==> src/rtl/fsm_rx_burst_if.sv <==
// Handshake bundle for the burst RX reader: FIFO pop side plus downstream valid/ready stream.
interface fsm_rx_burst_if #(
  parameter int DATA_W = 8
);
  logic              fifo_rx_empty;
  logic              fifo_rx_rd;
  logic [DATA_W-1:0] fifo_rx_data;
  logic              out_valid;
  logic [DATA_W-1:0] out_data;
  logic              out_ready;

  modport master (
    input  fifo_rx_empty,
    input  fifo_rx_data,
    input  out_ready,
    output fifo_rx_rd,
    output out_valid,
    output out_data
  );

  modport slave (
    output fifo_rx_empty,
    output fifo_rx_data,
    output out_ready,
    input  fifo_rx_rd,
    input  out_valid,
    input  out_data
  );
endinterface

==> src/rtl/fsm_rx_burst.sv <==
// Burst read controller for the RX FIFO: counted or drain-until-empty transfers, one word in flight,
// each word handed downstream on valid/ready, ending with a leer-clear/done pulse.
module fsm_rx_burst #(
  parameter int DATA_W = 8,
  parameter int CNT_W  = 8
) (
  input  logic             clk,
  input  logic             rst,
  input  logic             leer_cmd,
  input  logic [CNT_W-1:0] burst_len,
  output logic             leer_bit_clear,
  output logic             busy,
  output logic             done,
  output logic [CNT_W-1:0] words_read,
  output logic             underflow,
  fsm_rx_burst_if.master   bus
);

  typedef enum logic [2:0] {
    IDLE      = 3'd0,
    ISSUE     = 3'd1,
    WAIT_DATA = 3'd2,
    PRESENT   = 3'd3,
    CLEAN     = 3'd4
  } state_t;

  localparam logic [CNT_W-1:0] WORDS_MAX = '1;

  state_t            state;
  logic [CNT_W-1:0]  len_q;
  logic [DATA_W-1:0] out_data_q;
  logic              out_valid_q;
  logic              drain_mode;
  logic              count_done;
  logic              drain_sat;
  logic              finish_now;

  // Saturation in drain mode ends the transfer exactly like an empty FIFO would.
  assign drain_mode = (len_q == '0);
  assign count_done = !drain_mode && (words_read == len_q);
  assign drain_sat  = drain_mode && (words_read == WORDS_MAX);
  assign finish_now = count_done || drain_sat;

  assign bus.fifo_rx_rd = (state == ISSUE) && !finish_now && !bus.fifo_rx_empty;
  assign bus.out_valid  = out_valid_q;
  assign bus.out_data   = out_data_q;

  always_ff @(posedge clk or negedge rst) begin
    if (!rst) begin
      state          <= IDLE;
      len_q          <= '0;
      words_read     <= '0;
      underflow      <= 1'b0;
      out_data_q     <= '0;
      out_valid_q    <= 1'b0;
      busy           <= 1'b0;
      done           <= 1'b0;
      leer_bit_clear <= 1'b0;
    end else begin
      done           <= 1'b0;
      leer_bit_clear <= 1'b0;
      case (state)
        IDLE: begin
          if (leer_cmd) begin
            state      <= ISSUE;
            len_q      <= burst_len;
            words_read <= '0;
            underflow  <= 1'b0;
            busy       <= 1'b1;
          end
        end
        ISSUE: begin
          if (finish_now) begin
            state          <= CLEAN;
            done           <= 1'b1;
            leer_bit_clear <= 1'b1;
          end else if (bus.fifo_rx_empty) begin
            if (!drain_mode) begin
              underflow <= 1'b1;
            end
            state          <= CLEAN;
            done           <= 1'b1;
            leer_bit_clear <= 1'b1;
          end else begin
            state <= WAIT_DATA;
          end
        end
        WAIT_DATA: begin
          out_data_q  <= bus.fifo_rx_data;
          out_valid_q <= 1'b1;
          state       <= PRESENT;
        end
        PRESENT: begin
          if (bus.out_ready) begin
            out_valid_q <= 1'b0;
            words_read  <= words_read + 1'b1;
            state       <= ISSUE;
          end
        end
        CLEAN: begin
          busy  <= 1'b0;
          state <= IDLE;
        end
        default: begin
          busy        <= 1'b0;
          out_valid_q <= 1'b0;
          state       <= IDLE;
        end
      endcase
    end
  end

endmodule

==> src/flat_wrapper.sv <==
// flat-port wrapper written by rule: the top's interface ports become plain ports
module fsm_rx_burst_flat 
#(
  parameter int DATA_W = 8,
  parameter int CNT_W  = 8
)
  (clk, rst, leer_cmd, burst_len, leer_bit_clear, busy, done, words_read, underflow, bus_fifo_rx_empty, bus_fifo_rx_data, bus_out_ready, bus_fifo_rx_rd, bus_out_valid, bus_out_data);
  fsm_rx_burst_if #(.DATA_W(DATA_W)) bus_i ();
  input  logic clk;
  input  logic rst;
  input  logic leer_cmd;
  input  logic [CNT_W-1:0] burst_len;
  output logic leer_bit_clear;
  output logic busy;
  output logic done;
  output logic [CNT_W-1:0] words_read;
  output logic underflow;
  input wire logic [$bits(bus_i.fifo_rx_empty)-1:0] bus_fifo_rx_empty;
  input wire logic [$bits(bus_i.fifo_rx_data)-1:0] bus_fifo_rx_data;
  input wire logic [$bits(bus_i.out_ready)-1:0] bus_out_ready;
  output wire logic [$bits(bus_i.fifo_rx_rd)-1:0] bus_fifo_rx_rd;
  output wire logic [$bits(bus_i.out_valid)-1:0] bus_out_valid;
  output wire logic [$bits(bus_i.out_data)-1:0] bus_out_data;
  assign bus_i.fifo_rx_empty = bus_fifo_rx_empty;
  assign bus_i.fifo_rx_data = bus_fifo_rx_data;
  assign bus_i.out_ready = bus_out_ready;
  assign bus_fifo_rx_rd = bus_i.fifo_rx_rd;
  assign bus_out_valid = bus_i.out_valid;
  assign bus_out_data = bus_i.out_data;
  fsm_rx_burst #(.DATA_W(DATA_W), .CNT_W(CNT_W)) u_core (.clk(clk), .rst(rst), .leer_cmd(leer_cmd), .burst_len(burst_len), .leer_bit_clear(leer_bit_clear), .busy(busy), .done(done), .words_read(words_read), .underflow(underflow), .bus(bus_i));
endmodule
==> config.mk <==
export PLATFORM = sky130hd
export DESIGN_NAME = fsm_rx_burst_flat
export DESIGN_NICKNAME = d
export VERILOG_FILES = /design/src/rtl/fsm_rx_burst_if.sv /design/src/rtl/fsm_rx_burst.sv /design/src/flat_wrapper.sv
export SDC_FILE = /design/constraint.sdc
export NUM_CORES = 1
export LEC_CHECK = 0
export ABC_AREA = 1
export BUFFER_PORTS_ARGS = -buffer_cell sky130_fd_sc_hd__buf_2
export CAP_MARGIN = 40
export CORE_ASPECT_RATIO = 0.6
export CORE_UTILIZATION = 45
export DETAILED_ROUTE_END_ITERATION = 7
export HOLD_SLACK_MARGIN = 0.03
export PLACE_DENSITY = 0.73
export SYNTH_ARGS = -nofsm -noshare
export SYNTH_HDL_FRONTEND = slang
export SYNTH_SLANG_ARGS = --single-unit
export TNS_END_PERCENT = 30
==> constraint.sdc <==
create_clock -name clk -period 1.5 [get_ports clk]
set_clock_uncertainty 0.15 [all_clocks]
set_input_delay 0.075 -clock clk [delete_from_list [all_inputs] [get_ports clk]]
set_output_delay 0.075 -clock clk [all_outputs]
set_load 0.02 [all_outputs]
==> results of run 1 <==
-- layout make-up --
cell class                 instances  area (sq um)  share of cell area [%]
multi-input combinational        118           732                    29.6
inverter                          22          98.8                    4.00
timing repair buffer              97           716                    28.9
tap                               45          56.3                    2.28
clock buffer                       6          82.6                    3.34
sequential                        31           783                    31.7
clock inverter                     1          5.00                   0.202
-- flip-flops by register name, summed over array words and instances (netlist names) --
name	flops
u_core.bus.out_valid	1
u_core.len_q	8
u_core.bus.out_data	8
u_core.leer_bit_clear	1
u_core.busy	1
u_core.underflow	1
u_core.words_read	8
u_core.state	3
-- cell usage after synthesis --
| cell type | count |
|---|---|
| sky130_fd_sc_hd__nor2_4 | 2 |
| sky130_fd_sc_hd__o21ai_0 | 9 |
| sky130_fd_sc_hd__a21oi_1 | 3 |
| sky130_fd_sc_hd__o31ai_1 | 3 |
| sky130_fd_sc_hd__nand4_1 | 5 |
| sky130_fd_sc_hd__nand3_1 | 8 |
| sky130_fd_sc_hd__nand3_4 | 2 |
| sky130_fd_sc_hd__nor3_1 | 4 |
| sky130_fd_sc_hd__nand2_1 | 53 |
| sky130_fd_sc_hd__xor2_1 | 2 |
| sky130_fd_sc_hd__dfrtp_1 | 31 |
| sky130_fd_sc_hd__a21oi_4 | 1 |
| sky130_fd_sc_hd__xnor2_1 | 4 |
| sky130_fd_sc_hd__ha_1 | 1 |
| sky130_fd_sc_hd__bufinv_8 | 1 |
| sky130_fd_sc_hd__inv_1 | 20 |
| sky130_fd_sc_hd__buf_2 | 1 |
| sky130_fd_sc_hd__nor2_1 | 11 |
| sky130_fd_sc_hd__mux2_2 | 8 |
| sky130_fd_sc_hd__inv_2 | 1 |
| sky130_fd_sc_hd__nand2_2 | 1 |
| sky130_fd_sc_hd__nand3_2 | 1 |
| sky130_fd_sc_hd__buf_4 | 1 |
-- where the power goes --
group | internal, mW | leakage (nW) | switching [mW] | total (mW)
combinational | 1.07 | 0.833 | 1.27 | 2.34
sequential | 1.18 | 0.379 | 0.266 | 1.45
clock | 0.359 | 0.0470 | 0.300 | 0.659
total | 2.62 | 1.26 | 1.84 | 4.45
-- logic make-up (layout without fill, tap and decap cells) --
kind of cell,Yosys count,in the layout,share of synthesized area (%)
XOR/XNOR,6,6,3.40
adder cells (fa/ha/maj),1,1,0.810
AND/OR/NAND/NOR,87,87,26.3
buffers and inverters,24,126,7.05
AO/OA/AOI/OAI,16,16,6.40
multiplexers,8,8,5.83
flip-flops,31,31,50.2
-- worst reg2reg max path: cells and delay by family (launching register included) --
kind	cells	cell delay [ns]
buffers and inverters	5	0.53
flip-flops	1	0.43
AND/OR/NAND/NOR	7	0.49
-- stage by stage --
step / setup TNS (ns) / total power, mW / util (%)
after global routing: -1.68 / 4.75 / 75.8
after floorplan: 0 / 2.64 / -
after detailed placement: -0.0382 / 3.23 / 57.8
final: -0.836 / 4.45 / 75.8
after global placement: 0 / 3.20 / 57.8
after CTS: -0.855 / 4.24 / 73.0
-- what timing repair did --
| action | in CTS | in global routing |
|---|---|---|
| setup endpoints to repair | 6 | 20 |
| hold buffers | 20 | 0 |
| setup buffers | 20 | 10 |
| hold endpoints to repair | 53 | 0 |
| gates resized for setup | 22 | 20 |
| pin swaps | 10 | 14 |
-- layout by cell type (no fill, tap or decap) --
| cell | count |
|---|---|
| sky130_fd_sc_hd__a21oi_1 | 2 |
| sky130_fd_sc_hd__a21oi_2 | 1 |
| sky130_fd_sc_hd__a21oi_4 | 1 |
| sky130_fd_sc_hd__buf_12 | 2 |
| sky130_fd_sc_hd__buf_2 | 41 |
| sky130_fd_sc_hd__buf_4 | 30 |
| sky130_fd_sc_hd__buf_6 | 4 |
| sky130_fd_sc_hd__bufinv_8 | 1 |
| sky130_fd_sc_hd__clkbuf_8 | 6 |
| sky130_fd_sc_hd__clkinv_2 | 1 |
| sky130_fd_sc_hd__dfrtp_1 | 25 |
| sky130_fd_sc_hd__dfrtp_2 | 6 |
| sky130_fd_sc_hd__dlygate4sd3_1 | 20 |
| sky130_fd_sc_hd__ha_2 | 1 |
| sky130_fd_sc_hd__inv_1 | 15 |
| sky130_fd_sc_hd__inv_2 | 5 |
| sky130_fd_sc_hd__inv_4 | 1 |
| sky130_fd_sc_hd__mux2_2 | 8 |
| sky130_fd_sc_hd__nand2_1 | 51 |
| sky130_fd_sc_hd__nand2_2 | 3 |
| sky130_fd_sc_hd__nand3_1 | 4 |
| sky130_fd_sc_hd__nand3_2 | 4 |
| sky130_fd_sc_hd__nand3_4 | 3 |
| sky130_fd_sc_hd__nand4_1 | 5 |
| sky130_fd_sc_hd__nor2_1 | 8 |
| sky130_fd_sc_hd__nor2_2 | 3 |
| sky130_fd_sc_hd__nor2_4 | 2 |
| sky130_fd_sc_hd__nor3_1 | 1 |
| sky130_fd_sc_hd__nor3_2 | 3 |
| sky130_fd_sc_hd__o21ai_0 | 4 |
| sky130_fd_sc_hd__o21ai_1 | 2 |
| sky130_fd_sc_hd__o21ai_2 | 3 |
| sky130_fd_sc_hd__o31ai_1 | 3 |
| sky130_fd_sc_hd__xnor2_1 | 4 |
| sky130_fd_sc_hd__xor2_1 | 2 |
-- layer usage --
| layer | vias to the layer above | wire length [um] |
|---|---|---|
| met4 | 0 | 39 |
| met3 | 4 | 292 |
| met1 | 729 | 1940 |
| li1 | 754 | - |
| met5 | - | 0 |
| met2 | 48 | 2090 |
-- worst min-delay path by stage --
stage	start	endpoint	slack (ns)	cells past startpoint
6_report	rst	u_core.words_read[4]	0.22	2
3_5_place_dp	rst	u_core.bus.out_valid	-0.0003	1
4_1_cts	rst	u_core.bus.out_data[2]	0.24	2
5_1_grt	rst	u_core.words_read[4]	0.32	2
2_1_floorplan	rst	u_core.bus.out_data[0]	-0.37	0
3_3_place_gp	rst	u_core.bus.out_data[2]	-0.006	1
==> reports/results.md, run 1 <==
| Stage | Result | Value |
|---|---|---|
| outcome | Run status | finished with violations |
| outcome | Violated checks | setup timing |
| setup path | Crit start category | register |
| logic synthesis | Netlist area before placement | 0.00154 sq mm |
| logic synthesis | Cells taking the most area after synthesis | sky130_fd_sc_hd__dfrtp_1, sky130_fd_sc_hd__nand2_1, sky130_fd_sc_hd__mux2_2, sky130_fd_sc_hd__inv_1, sky130_fd_sc_hd__o21ai_0 |
| pwr | Leakage | 1.26 nW |
| global route | Global-route met2 utilization | 41.8% |
| sta | Final setup violating endpoints | 8 |
| die | Vertical die dimension | 47.4 um |
| logic synthesis | Mean Syn Cell Area | 8.92 sq um |
| logic synthesis | Proportion of synthesized chip area in sequential cells | 50.2% |
| placed design | RePlAce Congestion | 0.900 |
| flow run | Max Cap Viol | 0 |
| setup path | Kind of critical path | register to output port |
| setup path | Maximum cell stage delay along the critical path | 0.43 ns |
| setup path | Launch instance of the worst register-to-register path | u_core.words_read[7] |
| clocking | Clock buffers created by TritonCTS | 5 |
| clocking | CTS root buf | sky130_fd_sc_hd__clkbuf_8 |
| placed design | Count of input and output buffers | 42 |
| route | Routed length per placed instance | 13.6 um |
| global route | Total global routing track utilization | 24.7% |
| sta | Setup repair after global routing missed its margin | yes |
| die | Horizontal extent of the die | 77.6 um |
| setup path | Register-to-register setup slack | -0.15 ns |
| setup path | Termination of the worst setup path | bus_fifo_rx_rd |
| clocking | Clock net sink count | 31 |
| route | Total wirelength of the detailed-routed design | 4.36 mm |
| clocking | Number of levels the H-tree was split into | 2 |
| clocking | Clock latency on the worst-skew pair | 0.28 ns |
| layout | Syn-to-layout area delta | 60.2% |
| die | Die area | 0.00368 sq mm |
| layout | Final design instance area without fill | 0.00247 sq mm |
| placed design | Cell area after placement | 0.00189 sq mm |
| layout | Antenna diodes | 0 |
| sta | Endpoints failing hold | 0 |
| setup path | Logic depth of the worst path, buffers included | 7 |
| pwr | Power per Cell Area | 1800 mW/mm^2 |
| sta | Final Critical Period | 1.72 ns |
| setup path | Required time of the critical path | 1.27 ns |
| layout | Number of non-filler instances in the completed layout | 320 |
| sta | Final worst-path setup slack | -0.220 ns |
| die | Area of the core | 0.00326 sq mm |
| sta | Final worst-path cycle share | 115% |
| setup path | Setup crit start | u_core.words_read[0] |
| die | Io pins | 43 |
| logic synthesis | Post-synthesis cell type count | 23 |
| global route | Remaining global-route overflow | 0 |
| setup path | Chain of cells forming the critical path | ha_2 > nand3_2 > nor2_1 > nand2_1 > nand4_1 > inv_1 > buf_6 |
| logic synthesis | Cell accounting for the most synthesized area | sky130_fd_sc_hd__dfrtp_1 |
| logic synthesis | Syn_nets | 195 |
| route | Remaining number of nets flagged by the antenna check after routing | 0 |
| die | Effective utilization at floorplan | 47.3% |
| global route | Number of global-route vias before repair | 1344 |
| clocking | Buffers from clock root to sink, at most | 2 |
| logic synthesis | Area fraction of the dominant cell type after synthesis | 50.2% |
| clocking | Clk slew on worst S/H paths | 0.06 ns |
| global route | Wire length of the first global-routing pass | 6.49 mm |
| sta | Worst hold slack | 0.216 ns |
| sta | Relative slew slack | 55.1% |
| route | Vias per Instance | 4.80 |
| global route | Met3 usage | 6.02% |
| global route | Grt met1 use | 32.9% |
| setup path | Kind of end point of the critical path | output port |
| logic synthesis | Flip-flop and latch count after synthesis | 31 |
| setup path | Arrival time of the worst setup path | 1.50 ns |
| route | Post-route DRC | 0 |
| sta | Actual slew at the worst max-slew pin | 0.673 ns |
| placed design | Instance count after placement with tap cells included | 268 |
| die | Cell Rows | 16 |
| setup path | Slowest cell on the critical path | sky130_fd_sc_hd__dfrtp_1 |
| hold path | Hold crit path type | primary input to async pin |
| layout | Layout cells sized above 1 | 46.9% |
| pwr | Worst vdd rail ir drop | 0.000798 V |
| setup path | Cell family with most CP delay | flip-flops |
| setup path | Combined buffer and inverter count along the critical path | 2 |
| route | Drt first pass iters | 4 |
| global route | Pin count of the biggest net entering global routing | 32 |
| global route | Initial antenna violation count | 0 |
| sta | Final max-slew violation count | 0 |
| layout | Fillcell total | 224 |
| route | Via count | 1535 |
| placed design | Placement Setup Slack | -0.0285 ns |
| setup path | Reg2reg path depth | 12 |
| logic synthesis | Post-synthesis cell count | 173 |
| logic synthesis | Warnings from Yosys | 0 |
| layout | Final net count | 297 |
| sta | Timing-limited maximum frequency | 581 MHz |
| setup path | Endpoint of the worst register-to-register path | u_core.state[2] |
| placed design | DPL Wire Length | 2.65 mm |
| clocking | TritonCTS clock tree | done |
| route | Iteration-0 DRC Markers | 148 |
| setup path | CP Max Fanout | 4 |
| global route | Routing layer with the top usage in global route | met2 |
No activity file was read; power rests on OpenSTA's default activity.
==> run 2, diff against run 1 <==
--- a/config.mk
+++ b/config.mk
@@ -13,6 +13,7 @@
 export DETAILED_ROUTE_END_ITERATION = 7
 export HOLD_SLACK_MARGIN = 0.03
 export PLACE_DENSITY = 0.73
+export SETUP_SLACK_MARGIN = 0.1
 export SYNTH_ARGS = -nofsm -noshare
 export SYNTH_HDL_FRONTEND = slang
 export SYNTH_SLANG_ARGS = --single-unit
==> run 2 against run 1 <==
The run still ends with setup timing left; largest power group unchanged; die area stayed put; flip-flop and latch count unchanged; final area increased by 0.86%; combinational power increased by 4%; via count is 2.4% higher; highest routed layer unchanged.
==> reports/results.md, run 2 (synthesis gave the netlist of run 1 again) <==
| Stage | Result | Value | vs previous |
|---|---|---|---|
| sta | Worst hold slack | 0.112 ns | -0.104 ns |
| die | Horizontal extent of the die | 77.6 um | unchanged |
| global route | Pin count of the biggest net entering global routing | 21 | -34% |
| pwr | Share of total power in the clock network | 18.0% | +3.2 points |
| clocking | Buffers from clock root to sink, at most | 2 | unchanged |
| sta | Final worst-path cycle share | 117% | +2.6 points |
| setup path | Maximum cell stage delay along the critical path | 0.41 ns | -0.02 ns |
| pwr | Power per Cell Area | 1920 mW/mm^2 | +6.4% |
| die | Vertical die dimension | 47.4 um | unchanged |
| clocking | Clock net sink count | 31 | unchanged |
| layout | Layout cells sized above 1 | 47.8% | +0.89 points |
| layout | Fillcell total | 208 | -7.1% |
| placed design | Instance count after placement with tap cells included | 274 | +2.2% |
| setup path | Kind of end point of the critical path | output port |  |
| die | Io pins | 43 | unchanged |
| route | Routed length per placed instance | 15.1 um | +10% |
| placed design | RePlAce Congestion | 0.913 | +1.4% |
| die | Die area | 0.00368 sq mm | unchanged |
| route | Vias per Instance | 4.96 | +3.4% |
| clocking | Clk slew on worst S/H paths | 0.07 ns | about the same |
| die | Effective utilization at floorplan | 47.3% | unchanged |
| sta | Relative slew slack | 69.5% | +14 points |
| flow run | Max Cap Viol | 0 | unchanged |
| hold path | Hold crit path type | primary input to async pin |  |
| setup path | Required time of the critical path | 1.27 ns | about the same |
| die | Cell Rows | 16 | unchanged |
| global route | Initial antenna violation count | 0 | unchanged |
| global route | Wire length of the first global-routing pass | 6.78 mm | +4.5% |
| clocking | Number of levels the H-tree was split into | 2 | unchanged |
| sta | Final worst-path setup slack | -0.260 ns | -0.0391 ns |
| setup path | CP Max Fanout | 3 | -1 |
| setup path | Chain of cells forming the critical path | nor2_1 > nand4_1 > inv_1 > nand2_1 > nand4_1 > inv_1 > buf_6 |  |
| placed design | Count of input and output buffers | 42 | unchanged |
| layout | Number of non-filler instances in the completed layout | 317 | -0.94% |
| outcome | Violated checks | setup timing |  |
| sta | Actual slew at the worst max-slew pin | 0.457 ns | -0.216 ns |
| setup path | Arrival time of the worst setup path | 1.53 ns | +0.03 ns |
| sta | Setup repair after global routing missed its margin | yes |  |
| layout | Commonest non-fill, non-tap cell in the layout | sky130_fd_sc_hd__nand2_1 |  |
| clocking | CTS root buf | sky130_fd_sc_hd__clkbuf_8 |  |
| outcome | Run status | finished with violations |  |
| pwr | Comb pwr share | 50.8% | -1.8 points |
| sta | Endpoints failing hold | 0 | unchanged |
| global route | Remaining global-route overflow | 0 | unchanged |
| global route | Total global routing track utilization | 26.2% | +1.5 points |
| die | Area of the core | 0.00326 sq mm | unchanged |
| pwr | Worst vdd rail ir drop | 0.000902 V | +13% |
| layout | Final design instance area without fill | 0.00249 sq mm | +0.86% |
| global route | Number of global-route vias before repair | 1426 | +6.1% |
| layout | Utilization of the core after routing | 76.5% | +0.65 points |
| layout | Final net count | 293 | -1.3% |
| route | Drt first pass iters | 6 | +2 |
| setup path | Crit start category | register |  |
| pwr | Leakage | 1.28 nW | +1.4% |
| route | Remaining number of nets flagged by the antenna check after routing | 0 | unchanged |
| layout | Antenna diodes | 0 | unchanged |
| pwr | Internal power of the cells | 2.81 mW | +7.2% |
| sta | Final max-slew violation count | 0 | unchanged |
| pwr | Switching part of the total | 41.3% | +0.082 points |
| pwr | Total power draw | 4.78 mW | +7.3% |
| clocking | Clock latency on the worst-skew pair | 0.29 ns | about the same |
| placed design | DPL Wire Length | 2.72 mm | +2.8% |
| clocking | TritonCTS clock tree | done |  |
| route | Via count | 1572 | +2.4% |
| layout | Highest-count cells in the layout ignoring fill and taps | sky130_fd_sc_hd__nand2_1, sky130_fd_sc_hd__buf_2, sky130_fd_sc_hd__buf_4 |  |
| layout | Syn-to-layout area delta | 61.6% |  |
| route | Total wirelength of the detailed-routed design | 4.77 mm | +9.4% |
| placed design | Cell area after placement | 0.00193 sq mm | +2.1% |
| route | Iteration-0 DRC Markers | 131 | -11% |
| pwr | Sequential power share | 31.2% | -1.3 points |
| clocking | Clock buffers created by TritonCTS | 5 | unchanged |
| sta | Final Critical Period | 1.76 ns | +0.0391 ns |
| sta | Setup TNS Final | -0.431 ns | +0.405 ns |
| sta | Final setup violating endpoints | 7 | -1 |
| pwr | Net switching power figure | 1.97 mW | +7.5% |
| setup path | Slowest cell on the critical path | sky130_fd_sc_hd__dfrtp_1 |  |
| route | Post-route DRC | 0 | unchanged |
| setup path | Kind of critical path | register to output port |  |
| placed design | Placement Setup Slack | -0.0791 ns | -0.0506 ns |
| sta | Timing-limited maximum frequency | 568 MHz | -2.2% |
run 2: changes by cell type in the layout (fill, tap and decap cells not counted), sizes merged:
cell / before / now
bufinv: 1 / 2
buf: 77 / 73
dlygate4sd3: 20 / 19
clkinvlp: 0 / 2
inv: 21 / 20
run 2: worst paths after layout:
path	startpoint	end	cells after the start	slack (ns)
worst max-delay path	u_core.len_q[4]	bus_fifo_rx_rd	7	-0.26
worst min-delay path	rst	u_core.bus.out_data[0]	2	0.11
worst max register to register	u_core.state[0]	u_core.words_read[2]	7	-0.08
worst min register to register	u_core.busy	u_core.busy	2	0.35
max in group asynchronous	rst	u_core.len_q[5]	3	0.61
min in group clk	bus_out_ready	u_core.state[1]	5	0.14
run 2: critical path, delay by kind of cell (launching register included):
kind          cells  cell delay (ns)
simple gates      4             0.48
flops             1             0.41
buf+inv           3             0.34
run 2: layer usage:
metal / vias up / routed length [um] / share of wire [%] / GRT usage, %
li1: 753 / - / - / -
met1: 735 / 2060 / 43 / 33.4
met2: 68 / 2310 / 48 / 42.8
met3: 16 / 265 / 5.6 / 7.18
met4: 0 / 140 / 2.9 / 13.2
met5: - / 0 / 0 / 0
run 2: layout make-up:
class / instances / area [sq um] / share of cell area, %
tap: 45 / 56.3 / 2.26
clock inverter: 2 / 35.0 / 1.40
inverter: 22 / 100 / 4.01
timing repair inverter: 1 / 7.51 / 0.301
sequential: 31 / 786 / 31.5
timing repair buffer: 92 / 654 / 26.2
multi-input combinational: 118 / 773 / 31.0
clock buffer: 6 / 82.6 / 3.31
run 2: timing repair:
item | CTS | global route
pin swaps | 12 | 19
hold buffers | 19 | 0
endpoints found under the setup margin | 22 | 31
setup buffers | 10 | 6
endpoints found under the hold margin | 52 | 0
cloned | 0 | 1
gates resized for setup | 26 | 20
run 2: power groups by stage:
stage	Combinational, mW	Clock, mW	Sequential (mW)
after floorplan	0.979	0	1.67
after global placement	1.76	0	1.45
after detailed placement	1.79	0	1.46
after CTS	2.12	0.864	1.46
after global routing	2.63	0.913	1.53
final	2.43	0.862	1.49
==> run 3, diff against run 2 <==
--- a/config.mk
+++ b/config.mk
@@ -12,7 +12,7 @@
 export CORE_UTILIZATION = 45
 export DETAILED_ROUTE_END_ITERATION = 7
 export HOLD_SLACK_MARGIN = 0.03
-export PLACE_DENSITY = 0.73
+export PLACE_DENSITY_LB_ADDON = 0.25
 export SETUP_SLACK_MARGIN = 0.1
 export SYNTH_ARGS = -nofsm -noshare
 export SYNTH_HDL_FRONTEND = slang
==> run 3 against run 2 <==
The flow still finishes with violations (setup timing); largest cell class unchanged; flip-flop and latch count stayed put; fmax is essentially flat; die area did not move; register-to-register slack lost 0.11 ns; sequential power hardly changed; total power shrank 7.8%; cell count fell by 2.2%; clock power shrank 17%; sequential share of layout area increased by 0.75 points; setup slack worse by 0.0016 ns; global-route usage decreased by 3.2 points.
==> reports/results.md, run 3 (synthesis gave the netlist of run 1 again) <==
| Stage | Result | Value | vs previous |
|---|---|---|---|
| outcome | Run status | finished with violations |  |
| outcome | Violated checks | setup timing |  |
| sta | Setup TNS Final | -0.738 ns | -0.307 ns |
| pwr | Switching part of the total | 41.7% | +0.39 points |
| layout | Commonest non-fill, non-tap cell in the layout | sky130_fd_sc_hd__nand2_1 |  |
| setup path | Crit start category | register |  |
| setup path | Maximum cell stage delay along the critical path | 0.44 ns | +0.03 ns |
| sta | Final Critical Period | 1.76 ns | +0.00162 ns |
| pwr | Share of total power in the clock network | 16.2% | -1.8 points |
| setup path | Chain of cells forming the critical path | ha_4 > nand3_2 > nor2_2 > nand2_1 > nand4_1 > inv_1 > buf_6 |  |
| clocking | Clock net sink count | 31 | unchanged |
| route | Iteration-0 DRC Markers | 98 | -25% |
| pwr | Internal power of the cells | 2.57 mW | -8.4% |
| die | Io pins | 43 | unchanged |
| sta | Final max-slew violation count | 0 | unchanged |
| die | Vertical die dimension | 47.4 um | unchanged |
| clocking | Number of levels the H-tree was split into | 2 | unchanged |
| layout | Highest-count cells in the layout ignoring fill and taps | sky130_fd_sc_hd__nand2_1, sky130_fd_sc_hd__buf_2, sky130_fd_sc_hd__dfrtp_1 |  |
| sta | Actual slew at the worst max-slew pin | 0.337 ns | -0.121 ns |
| layout | Syn-to-layout area delta | 58.3% |  |
| global route | Number of global-route vias before repair | 1322 | -7.3% |
| layout | Layout cells sized above 1 | 47.5% | -0.25 points |
| die | Horizontal extent of the die | 77.6 um | unchanged |
| placed design | Count of input and output buffers | 42 | unchanged |
| route | Drt first pass iters | 4 | -2 |
| setup path | Required time of the critical path | 1.27 ns | about the same |
| sta | Endpoints failing hold | 0 | unchanged |
| pwr | Comb pwr share | 49.6% | -1.2 points |
| placed design | DPL Wire Length | 2.60 mm | -4.6% |
| clocking | CTS root buf | sky130_fd_sc_hd__clkbuf_8 |  |
| global route | Wire length of the first global-routing pass | 6.11 mm | -9.9% |
| pwr | Total power draw | 4.40 mW | -7.8% |
| pwr | Power per Cell Area | 1800 mW/mm^2 | -5.9% |
| sta | Setup repair after global routing missed its margin | yes |  |
| layout | Antenna diodes | 0 | unchanged |
| flow run | Max Cap Viol | 0 | unchanged |
| sta | Timing-limited maximum frequency | 568 MHz | about the same |
| route | Routed length per placed instance | 13.8 um | -8.2% |
| setup path | Slowest cell on the critical path | sky130_fd_sc_hd__dfrtp_2 |  |
| route | Total wirelength of the detailed-routed design | 4.29 mm | -10% |
| pwr | Sequential power share | 34.2% | +3.0 points |
| clocking | Buffers from clock root to sink, at most | 2 | unchanged |
| placed design | RePlAce Congestion | 0.932 | +2.0% |
| hold path | Hold crit path type | primary input to async pin |  |
| global route | Initial antenna violation count | 0 | unchanged |
| layout | Final net count | 286 | -2.4% |
| sta | Relative slew slack | 77.4% | +7.8 points |
| die | Die area | 0.00368 sq mm | unchanged |
| setup path | CP Max Fanout | 5 | +2 |
| clocking | TritonCTS clock tree | done |  |
| die | Cell Rows | 16 | unchanged |
| route | Post-route DRC | 0 | unchanged |
| global route | Remaining global-route overflow | 0 | unchanged |
| sta | Final worst-path cycle share | 117% | about the same |
| clocking | Clock buffers created by TritonCTS | 5 | unchanged |
| setup path | Kind of end point of the critical path | output port |  |
| global route | Pin count of the biggest net entering global routing | 32 | +52% |
| sta | Final worst-path setup slack | -0.261 ns | -0.00162 ns |
| die | Area of the core | 0.00326 sq mm | unchanged |
| clocking | Clk slew on worst S/H paths | 0.07 ns | about the same |
| route | Vias per Instance | 4.86 | -2.0% |
| pwr | Net switching power figure | 1.84 mW | -7.0% |
| global route | Total global routing track utilization | 23.0% | -3.2 points |
| route | Remaining number of nets flagged by the antenna check after routing | 0 | unchanged |
| setup path | Kind of critical path | register to output port |  |
| clocking | Clock latency on the worst-skew pair | 0.28 ns | about the same |
| pwr | Worst vdd rail ir drop | 0.00103 V | +14% |
| pwr | Leakage | 1.22 nW | -4.6% |
| setup path | Arrival time of the worst setup path | 1.54 ns | about the same |
| die | Effective utilization at floorplan | 47.3% | unchanged |
| route | Via count | 1506 | -4.2% |
| sta | Final setup violating endpoints | 6 | -1 |
[run 3: per-stage QoR]
step	area (sq um)	std cells	worst slack, ns	util, %	hold slack [ns]
CTS	2290	302	-0.228	70.1	0.125
global placement	1910	269	0.0183	58.6	-0.113
floorplan	1550	173	0.0463	-	-0.371
detailed placement	1910	269	-0.0140	58.6	-0.109
finish	2440	310	-0.261	74.9	0.114
global route	2440	310	-0.335	74.9	0.177
[run 3: power groups by stage]
stage | clock network, mW | logic [mW] | registers, mW
after floorplan | 0 | 0.979 | 1.67
after global placement | 0 | 1.75 | 1.47
after detailed placement | 0 | 1.78 | 1.47
after CTS | 0.723 | 1.93 | 1.48
after global routing | 0.764 | 2.37 | 1.55
final | 0.712 | 2.19 | 1.51
[run 3: area by class of cell]
class                      count  area, sq um
fill                         213          818
multi-input combinational    118          769
timing repair buffer          86          641
clock buffer                   8          100
inverter                      22         90.1
sequential                    31          788
tap                           45         56.3
[run 3: path summary, 6_finish.rpt]
kind	from	to	slack, ns	cells past startpoint
worst max-delay path	u_core.words_read[0]	bus_fifo_rx_rd	-0.26	7
worst min-delay path	rst	u_core.bus.out_data[7]	0.11	3
worst max register to register	u_core.words_read[7]	u_core.state[2]	-0.19	12
worst min register to register	u_core.underflow	u_core.underflow	0.32	2
max in group asynchronous	rst	u_core.words_read[6]	0.89	3
min in group clk	u_core.underflow	u_core.underflow	0.32	2
[run 3: critical path: cells and delay by family, from the launching register on]
family	cells	cell delay (ns)
flip-flops	1	0.44
adder cells (fa/ha/maj)	1	0.17
buffers and inverters	2	0.20
AND/OR/NAND/NOR	4	0.46
[run 3: layer usage]
layer	part of all wire (%)	vias up	track usage (%)
met4	0.49	0	6.79
li1	-	736	-
met3	6.5	2	5.24
met1	46	709	33.4
met2	47	59	35.0
met5	0	-	0
[run 3: timing repair]
action                                  CTS  global route
resized for setup                        17            31
cloned                                    0             0
endpoints found under the hold margin    53             0
hold buffers                             20             0
endpoints found under the setup margin   19            22
pin swaps                                 6            14
setup buffers                             5             8
